File: src/rtl/spi_bank_arbiter_if.sv
// Bus bundle between the sensor producers / SPI chip select and the MISO-bank write arbiter.
interface spi_bank_arbiter_if #(
    parameter int unsigned N_REQ = 4,
    parameter int unsigned DW    = 32,
    parameter int unsigned AW    = 4
);
    logic [N_REQ-1:0]    req_valid;
    logic [N_REQ*AW-1:0] req_addr;
    logic [N_REQ*DW-1:0] req_data;
    logic [N_REQ-1:0]    req_ready;
    logic                spi_cs;
    logic                bank_we;
    logic [AW-1:0]       bank_addr;
    logic [DW-1:0]       bank_data;
    logic                frozen;
    logic                timeout_err;

    modport master (
        output req_valid, req_addr, req_data, spi_cs,
        input  req_ready, bank_we, bank_addr, bank_data, frozen, timeout_err
    );

    modport slave (
        input  req_valid, req_addr, req_data, spi_cs,
        output req_ready, bank_we, bank_addr, bank_data, frozen, timeout_err
    );
endinterface

File: src/rtl/spi_bank_arbiter.sv
// Round-robin arbiter for the SPI MISO bank write port; writes freeze while CS is low.
// Optional stuck-CS timeout enabled by defining SPI_ARB_FREEZE_TIMEOUT_EN.
module spi_bank_arbiter #(
    parameter int unsigned N_REQ      = 4,
    parameter int unsigned DW         = 32,
    parameter int unsigned AW         = 4,
    parameter int unsigned FREEZE_MAX = 1023
) (
    input  logic             clk,
    input  logic             reset_n,
    spi_bank_arbiter_if.slave bus
);
    localparam int unsigned PW = (N_REQ > 1) ? $clog2(N_REQ) : 1;

`ifdef SPI_ARB_FREEZE_TIMEOUT_EN
    localparam int unsigned CW = $clog2(FREEZE_MAX + 1);
    typedef enum logic [1:0] {RUN = 2'd0, FROZEN = 2'd1, TOUT = 2'd2} state_e;
    logic [CW-1:0] cnt_q, cnt_d;
`else
    typedef enum logic [0:0] {RUN = 1'b0, FROZEN = 1'b1} state_e;
`endif

    state_e         state_q, state_d;
    logic           cs_meta_q, cs_s_q;
    logic [PW-1:0]  ptr_q, ptr_d;
    logic           bank_we_q, bank_we_d;
    logic [AW-1:0]  bank_addr_q, bank_addr_d;
    logic [DW-1:0]  bank_data_q, bank_data_d;
    logic           frozen_q, frozen_d;
    logic           timeout_err_q, timeout_err_d;
    logic           grant_vld_c;
    logic [PW-1:0]  grant_idx_c;
    logic [N_REQ-1:0] grant_c;

    // Two-flop CS synchroniser, idle high out of reset.
    always_ff @(posedge clk or negedge reset_n) begin
        if (!reset_n) begin
            cs_meta_q <= 1'b1;
            cs_s_q    <= 1'b1;
        end else begin
            cs_meta_q <= bus.spi_cs;
            cs_s_q    <= cs_meta_q;
        end
    end

    // First valid requester after the pointer, wrapping; smallest offset wins.
    always_comb begin
        logic [PW-1:0] cand;
        cand        = '0;
        grant_vld_c = 1'b0;
        grant_idx_c = '0;
        if (state_q != FROZEN) begin
            for (int k = int'(N_REQ); k >= 1; k--) begin
                cand = PW'((int'(ptr_q) + k) % int'(N_REQ));
                if (bus.req_valid[cand]) begin
                    grant_vld_c = 1'b1;
                    grant_idx_c = cand;
                end
            end
        end
    end

    assign grant_c = grant_vld_c ? (N_REQ'(1) << grant_idx_c) : '0;

    always_comb begin
        state_d     = state_q;
        ptr_d       = ptr_q;
        bank_we_d   = 1'b0;
        bank_addr_d = bank_addr_q;
        bank_data_d = bank_data_q;
`ifdef SPI_ARB_FREEZE_TIMEOUT_EN
        cnt_d       = (state_q == FROZEN) ? cnt_q + CW'(1) : '0;
`endif
        if (grant_vld_c) begin
            bank_we_d   = 1'b1;
            bank_addr_d = bus.req_addr[int'(grant_idx_c)*int'(AW) +: AW];
            bank_data_d = bus.req_data[int'(grant_idx_c)*int'(DW) +: DW];
            ptr_d       = grant_idx_c;
        end
        case (state_q)
            RUN:    if (!cs_s_q) state_d = FROZEN;
            FROZEN: begin
                if (cs_s_q) state_d = RUN;
`ifdef SPI_ARB_FREEZE_TIMEOUT_EN
                else if (cnt_q == CW'(FREEZE_MAX - 1)) state_d = TOUT;
`endif
            end
`ifdef SPI_ARB_FREEZE_TIMEOUT_EN
            TOUT:   if (cs_s_q) state_d = RUN;
`endif
            default: state_d = RUN;
        endcase
        frozen_d = (state_d == FROZEN);
`ifdef SPI_ARB_FREEZE_TIMEOUT_EN
        timeout_err_d = (state_d == TOUT);
`else
        timeout_err_d = 1'b0;
`endif
    end

    always_ff @(posedge clk or negedge reset_n) begin
        if (!reset_n) begin
            state_q       <= RUN;
            ptr_q         <= PW'(N_REQ - 1);
            bank_we_q     <= 1'b0;
            bank_addr_q   <= '0;
            bank_data_q   <= '0;
            frozen_q      <= 1'b0;
            timeout_err_q <= 1'b0;
        end else begin
            state_q       <= state_d;
            ptr_q         <= ptr_d;
            bank_we_q     <= bank_we_d;
            bank_addr_q   <= bank_addr_d;
            bank_data_q   <= bank_data_d;
            frozen_q      <= frozen_d;
            timeout_err_q <= timeout_err_d;
        end
    end

`ifdef SPI_ARB_FREEZE_TIMEOUT_EN
    always_ff @(posedge clk or negedge reset_n) begin
        if (!reset_n) cnt_q <= '0;
        else          cnt_q <= cnt_d;
    end
`endif

    // Grants are suppressed while reset is held.
    assign bus.req_ready   = grant_c & {N_REQ{reset_n}};
    assign bus.bank_we     = bank_we_q;
    assign bus.bank_addr   = bank_addr_q;
    assign bus.bank_data   = bank_data_q;
    assign bus.frozen      = frozen_q;
    assign bus.timeout_err = timeout_err_q;
endmodule
File: src/flat_wrapper.sv
// flat-port wrapper written by rule: the top's interface ports become plain ports
module spi_bank_arbiter_flat 
#(
    parameter int unsigned N_REQ      = 4,
    parameter int unsigned DW         = 32,
    parameter int unsigned AW         = 4,
    parameter int unsigned FREEZE_MAX = 1023
)
  (clk, reset_n, bus_req_valid, bus_req_addr, bus_req_data, bus_spi_cs, bus_req_ready, bus_bank_we, bus_bank_addr, bus_bank_data, bus_frozen, bus_timeout_err);
  spi_bank_arbiter_if #(.N_REQ(N_REQ), .DW(DW), .AW(AW)) bus_i ();
  input  logic clk;
  input  logic reset_n;
  input wire logic [$bits(bus_i.req_valid)-1:0] bus_req_valid;
  input wire logic [$bits(bus_i.req_addr)-1:0] bus_req_addr;
  input wire logic [$bits(bus_i.req_data)-1:0] bus_req_data;
  input wire logic [$bits(bus_i.spi_cs)-1:0] bus_spi_cs;
  output wire logic [$bits(bus_i.req_ready)-1:0] bus_req_ready;
  output wire logic [$bits(bus_i.bank_we)-1:0] bus_bank_we;
  output wire logic [$bits(bus_i.bank_addr)-1:0] bus_bank_addr;
  output wire logic [$bits(bus_i.bank_data)-1:0] bus_bank_data;
  output wire logic [$bits(bus_i.frozen)-1:0] bus_frozen;
  output wire logic [$bits(bus_i.timeout_err)-1:0] bus_timeout_err;
  assign bus_i.req_valid = bus_req_valid;
  assign bus_i.req_addr = bus_req_addr;
  assign bus_i.req_data = bus_req_data;
  assign bus_i.spi_cs = bus_spi_cs;
  assign bus_req_ready = bus_i.req_ready;
  assign bus_bank_we = bus_i.bank_we;
  assign bus_bank_addr = bus_i.bank_addr;
  assign bus_bank_data = bus_i.bank_data;
  assign bus_frozen = bus_i.frozen;
  assign bus_timeout_err = bus_i.timeout_err;
  spi_bank_arbiter #(.N_REQ(N_REQ), .DW(DW), .AW(AW), .FREEZE_MAX(FREEZE_MAX)) u_core (.clk(clk), .reset_n(reset_n), .bus(bus_i));
endmodule
File: config.mk
export PLATFORM = sky130hd
export DESIGN_NAME = spi_bank_arbiter_flat
export DESIGN_NICKNAME = d
export VERILOG_FILES = /design/src/rtl/spi_bank_arbiter_if.sv /design/src/rtl/spi_bank_arbiter.sv /design/src/flat_wrapper.sv
export SDC_FILE = /design/constraint.sdc
export NUM_CORES = 1
export LEC_CHECK = 0
export CAP_MARGIN = 15
export CELL_PAD_IN_SITES_DETAIL_PLACEMENT = 0
export CELL_PAD_IN_SITES_GLOBAL_PLACEMENT = 1
export CORE_MARGIN = 2
export CORE_UTILIZATION = 22
export CTS_CLUSTER_SIZE = 12
export DETAILED_ROUTE_END_ITERATION = 7
export GPL_TIMING_DRIVEN = 0
export PLACE_DENSITY_LB_ADDON = 0.05
export SYNTH_ARGS = -nofsm -noshare
export SYNTH_HDL_FRONTEND = slang
export SYNTH_SLANG_ARGS = --single-unit
File: constraint.sdc
create_clock -name clk -period 2 [get_ports clk]
set_input_delay 0.4 -clock clk [delete_from_list [all_inputs] [get_ports clk]]
set_output_delay 0.4 -clock clk [all_outputs]
set_load 0.01 [all_outputs]
==> results.md, run 1 <==
- Status: finished, violations left
- Failing checks: setup timing
- Share of the synthesized area in the top cell type: 0.361
- Total wire length: 10.5 mm
- Worst skew pair latency: 0.28 ns
- Syn Inst Count: 241
- Final Net Count: 605
- Clk_skew: 0.00778 ns
- FILL cells: 1137
- Reg clk slew, reported paths: 0.06 ns
- Met3 Use GR: 0.0457
- CP Depth: 8
- Worst-path fanout max: 4
- Bufs on Longest Clock Path: 2
- Area growth from synthesis to layout: 97.0%
- Ports: 194
- Leak: 2.25 nW
- Max_slew headroom: 0.596
- Number of distinct library cells after synthesis: 27
- Vias in the first global route: 2919
- Critical path arrival: 1.89 ns
- FF-to-FF End: u_core.bus.bank_data[8]
- Switch Pwr: 1.28 mW
- Comb pwr share: 0.497
- Tmin final: 2.29 ns
- Share of cells above drive strength 1: 0.182
- M2 GR Usage: 0.281
- Mapped cell area: 0.00264 mm2
- Reg power frac: 0.296
- Die Y: 113 um
- M1 GR Usage: 0.185
- Worst Max-Slew Pin Slew: 0.605 ns
- Die W: 113 um
- XOR/XNOR share of the synthesized area: 0
- Synth Area in Compound Gates: 0.162
- Period utilization: 1.14
- H-Tree Depth: 2
- Clk sinks: 42
- Number of remaining DRC errors: 0
- Unrepaired setup endpoints after global routing: yes
- Global-route wire length before repair: 15.6 mm
- Leading cell types by count after synthesis: mux2i_1, nand2_1, dfrtp_1, o221ai_1, o221ai_2
- Cell family with the largest share of critical-path delay: flip-flops
- Worst Setup Path Type: reg2out
- Max-cap viol count: 0
- Main synth FF type: dfrtp_1
- Syn Area/Cell: 10.9 um2
- Final Max Tran Viols: 0
- TritonCTS Buffers: 5
- VDD IR max: 412 uV
- Power per Cell Area: 773 mW/mm2
- Setup_tns: -1.14 ns
- Clock network power share: 0.207
- Vias/cell: 4.65
- Largest family of logic cells by synthesized area: multiplexers
- Worst flop-to-flop path startpoint: u_core.ptr_q[1]
- Total GRT Usage: 0.156
- Async set-reset flop share out of synthesis: 1.00
- R2R setup slack: 0.03 ns
- CP required: 1.60 ns
- Buf/Inv on CP: 3
- Number of enable flip-flop cells after synthesis: 0
- Pin count of the biggest net entering global routing: 26
- CP endpoint: bus_req_ready[0]
- Core area: 0.0116 mm2
- Int Pwr: 2.74 mW
- Number of cells in the finished layout apart from fillers: 598
- Initial antenna violation count: 0
- Mux cell area share after synthesis: 0.277
- CP max stage delay: 0.57 ns
- Final Hold Viols: 0
- Initial Util: 0.228
- Die Footprint: 0.0129 mm2
- Ranking of synthesized cells by area: dfrtp_1, mux2i_1, o221ai_1
- Dominant cell type by area after synthesis: dfrtp_1
- DRT Pass-1 Iters: 4
- Worst Hold Class: in2async
- Pwr Total: 4.02 mW
- CTS tree: built
- Buffers on Ports: 192
- Dpl hpwl: 7.89 mm
- R2R depth: 8
- Initial drt markers: 80
- Net Sw Frac: 0.318
- Nature of the critical path startpoint: register
- Total nets after synthesis: 392
- Sequential share of the synthesized area: 0.400
- Number of core rows: 39
- Critical Path Start: u_core.ptr_q[1]
- Inst Count DP: 577
- Synth warn: 0
- Post-DRT Antenna Nets: 0
- Most numerous cell in the Yosys netlist: mux2i_1
- Post-route setup slack: -0.287 ns
- Grt peak-use layer: met2
- Post-synthesis adder-cell area fraction: 0
- CP Cell Sequence: nand2_2, a21o_1, a221o_1, buf_6, nand2_4, buf_12, nor2_2, buf_2
- Antenna cells: 0
- CTS Root Cell: clkbuf_16
- FMAX: 437 MHz
- Element type at the critical path end: output pin
- Remaining global-route overflow: 0
- CP max-delay cell: dfstp_2
- Yosys reg bits: 42
- Post-Synth Simple-Gate Area: 0.0911
- DR WL/cell: 17.6 um
- Vias post-DR: 2782
- Final setup fails: 4
- RePlAce Congestion: 0.708
layout make-up:
class                      instances  area, um2  area share
buffer                            20        235      0.0453
clock buffer                       7        143      0.0275
clock inverter                     1       5.00    0.000963
inverter                           4       15.0     0.00289
multi-input combinational        175       1540       0.296
sequential                        42       1060       0.203
tap                              143        179      0.0344
timing repair buffer             206       2030       0.390
what timing repair did:
item,4_1_cts,5_1_grt
hold buffers,0,0
gates resized for setup,44,30
setup buffers,14,0
pin swaps,9,4
endpoints found under the setup margin,42,39
metal layers:
layer | share of wire | wire [um] | vias to the layer above
li1 | - | - | 1332
met1 | 0.42 | 4390 | 1329
met2 | 0.50 | 5220 | 117
met3 | 0.078 | 820 | 4
met4 | 0.0068 | 71 | 0
met5 | 0 | 0 | -
sequential cells by signal (all words and copies together), names as in the netlist:
register	cells
u_core.cs_s_q	1
u_core.bus.bank_we	1
u_core.ptr_q	2
u_core.cs_meta_q	1
u_core.state_q	1
u_core.bus.bank_addr	4
u_core.bus.bank_data	32
worst reg2reg max path, stage by stage, from the launching register on:
cell      delay (ns)
dfstp_2         0.57
nand2_2         0.06
a21o_1          0.16
a221o_1         0.36
buf_6           0.14
nand2_4         0.07
buf_4           0.20
buf_6           0.18
o221ai_1        0.12
how the worst min path moves through the flow:
stage / startpoint / end / slack, ns / cells past startpoint
after global routing: reset_n / u_core.bus.bank_data[19] / 0.16 / 1
final: reset_n / u_core.bus.bank_data[19] / 0.13 / 1
after floorplan: reset_n / u_core.bus.bank_addr[0] / 0.10 / 0
after global placement: u_core.cs_meta_q / u_core.cs_s_q / 0.35 / 0
after detailed placement: u_core.cs_meta_q / u_core.cs_s_q / 0.35 / 0
after CTS: reset_n / u_core.bus.bank_data[19] / 0.14 / 1
cells by family after synthesis:
group | count (synthesis)
flops | 42
other cells | 1
buf+inv | 24
simple gates | 58
compound gates | 43
mux | 73
layout by cell type (no fill, tap or decap), types with 2 or more instances in the layout:
cell and n:
mux2i_1 61, o221ai_1 23, o221ai_2 13, mux2i_4 4
buf_6 8, mux2i_2 8, o21bai_1 2, buf_2 6
and3_1 2, nor2_1 3, dlygate4sd2_1 4, buf_12 6
buf_4 12, nand2_1 43, nor2_2 2, inv_1 3
dfstp_2 4, clkbuf_1 3, buf_8 3, clkdlybuf4s50_1 183
clkbuf_16 5, dfrtp_1 38
stage by stage:
stage | util | hold WS, ns | worst slack (ns) | cell area (um2)
5_1_grt | 0.449 | 0.158 | -0.381 | 5200
2_1_floorplan | - | 0.104 | 0.00221 | 2640
4_1_cts | 0.438 | 0.144 | -0.300 | 5070
3_3_place_gp | 0.410 | 0.346 | -1.90 | 4740
6_report | 0.449 | 0.127 | -0.287 | 5200
3_5_place_dp | 0.411 | 0.347 | -1.15 | 4760
power groups by stage:
stage          logic, mW  registers (mW)  clock network, mW
5_1_grt             2.15            1.22              0.905
3_5_place_dp        1.81            1.20                  0
4_1_cts             1.95            1.19              0.865
6_report            2.00            1.19              0.834
2_1_floorplan      0.749            1.29                  0
3_3_place_gp        1.80            1.20                  0
No activity file was read; power rests on OpenSTA's default activity.
==> inputs of run 2 (changes only) <==
--- a/config.mk
+++ b/config.mk
@@ -12,6 +12,7 @@
 export CORE_UTILIZATION = 22
 export CTS_CLUSTER_SIZE = 12
 export DETAILED_ROUTE_END_ITERATION = 7
+export GPL_ROUTABILITY_DRIVEN = 1
 export GPL_TIMING_DRIVEN = 0
 export PLACE_DENSITY_LB_ADDON = 0.05
 export SYNTH_ARGS = -nofsm -noshare
==> results of run 2 <==
The final DEF is identical to that of run 1; final timing and power are the same.
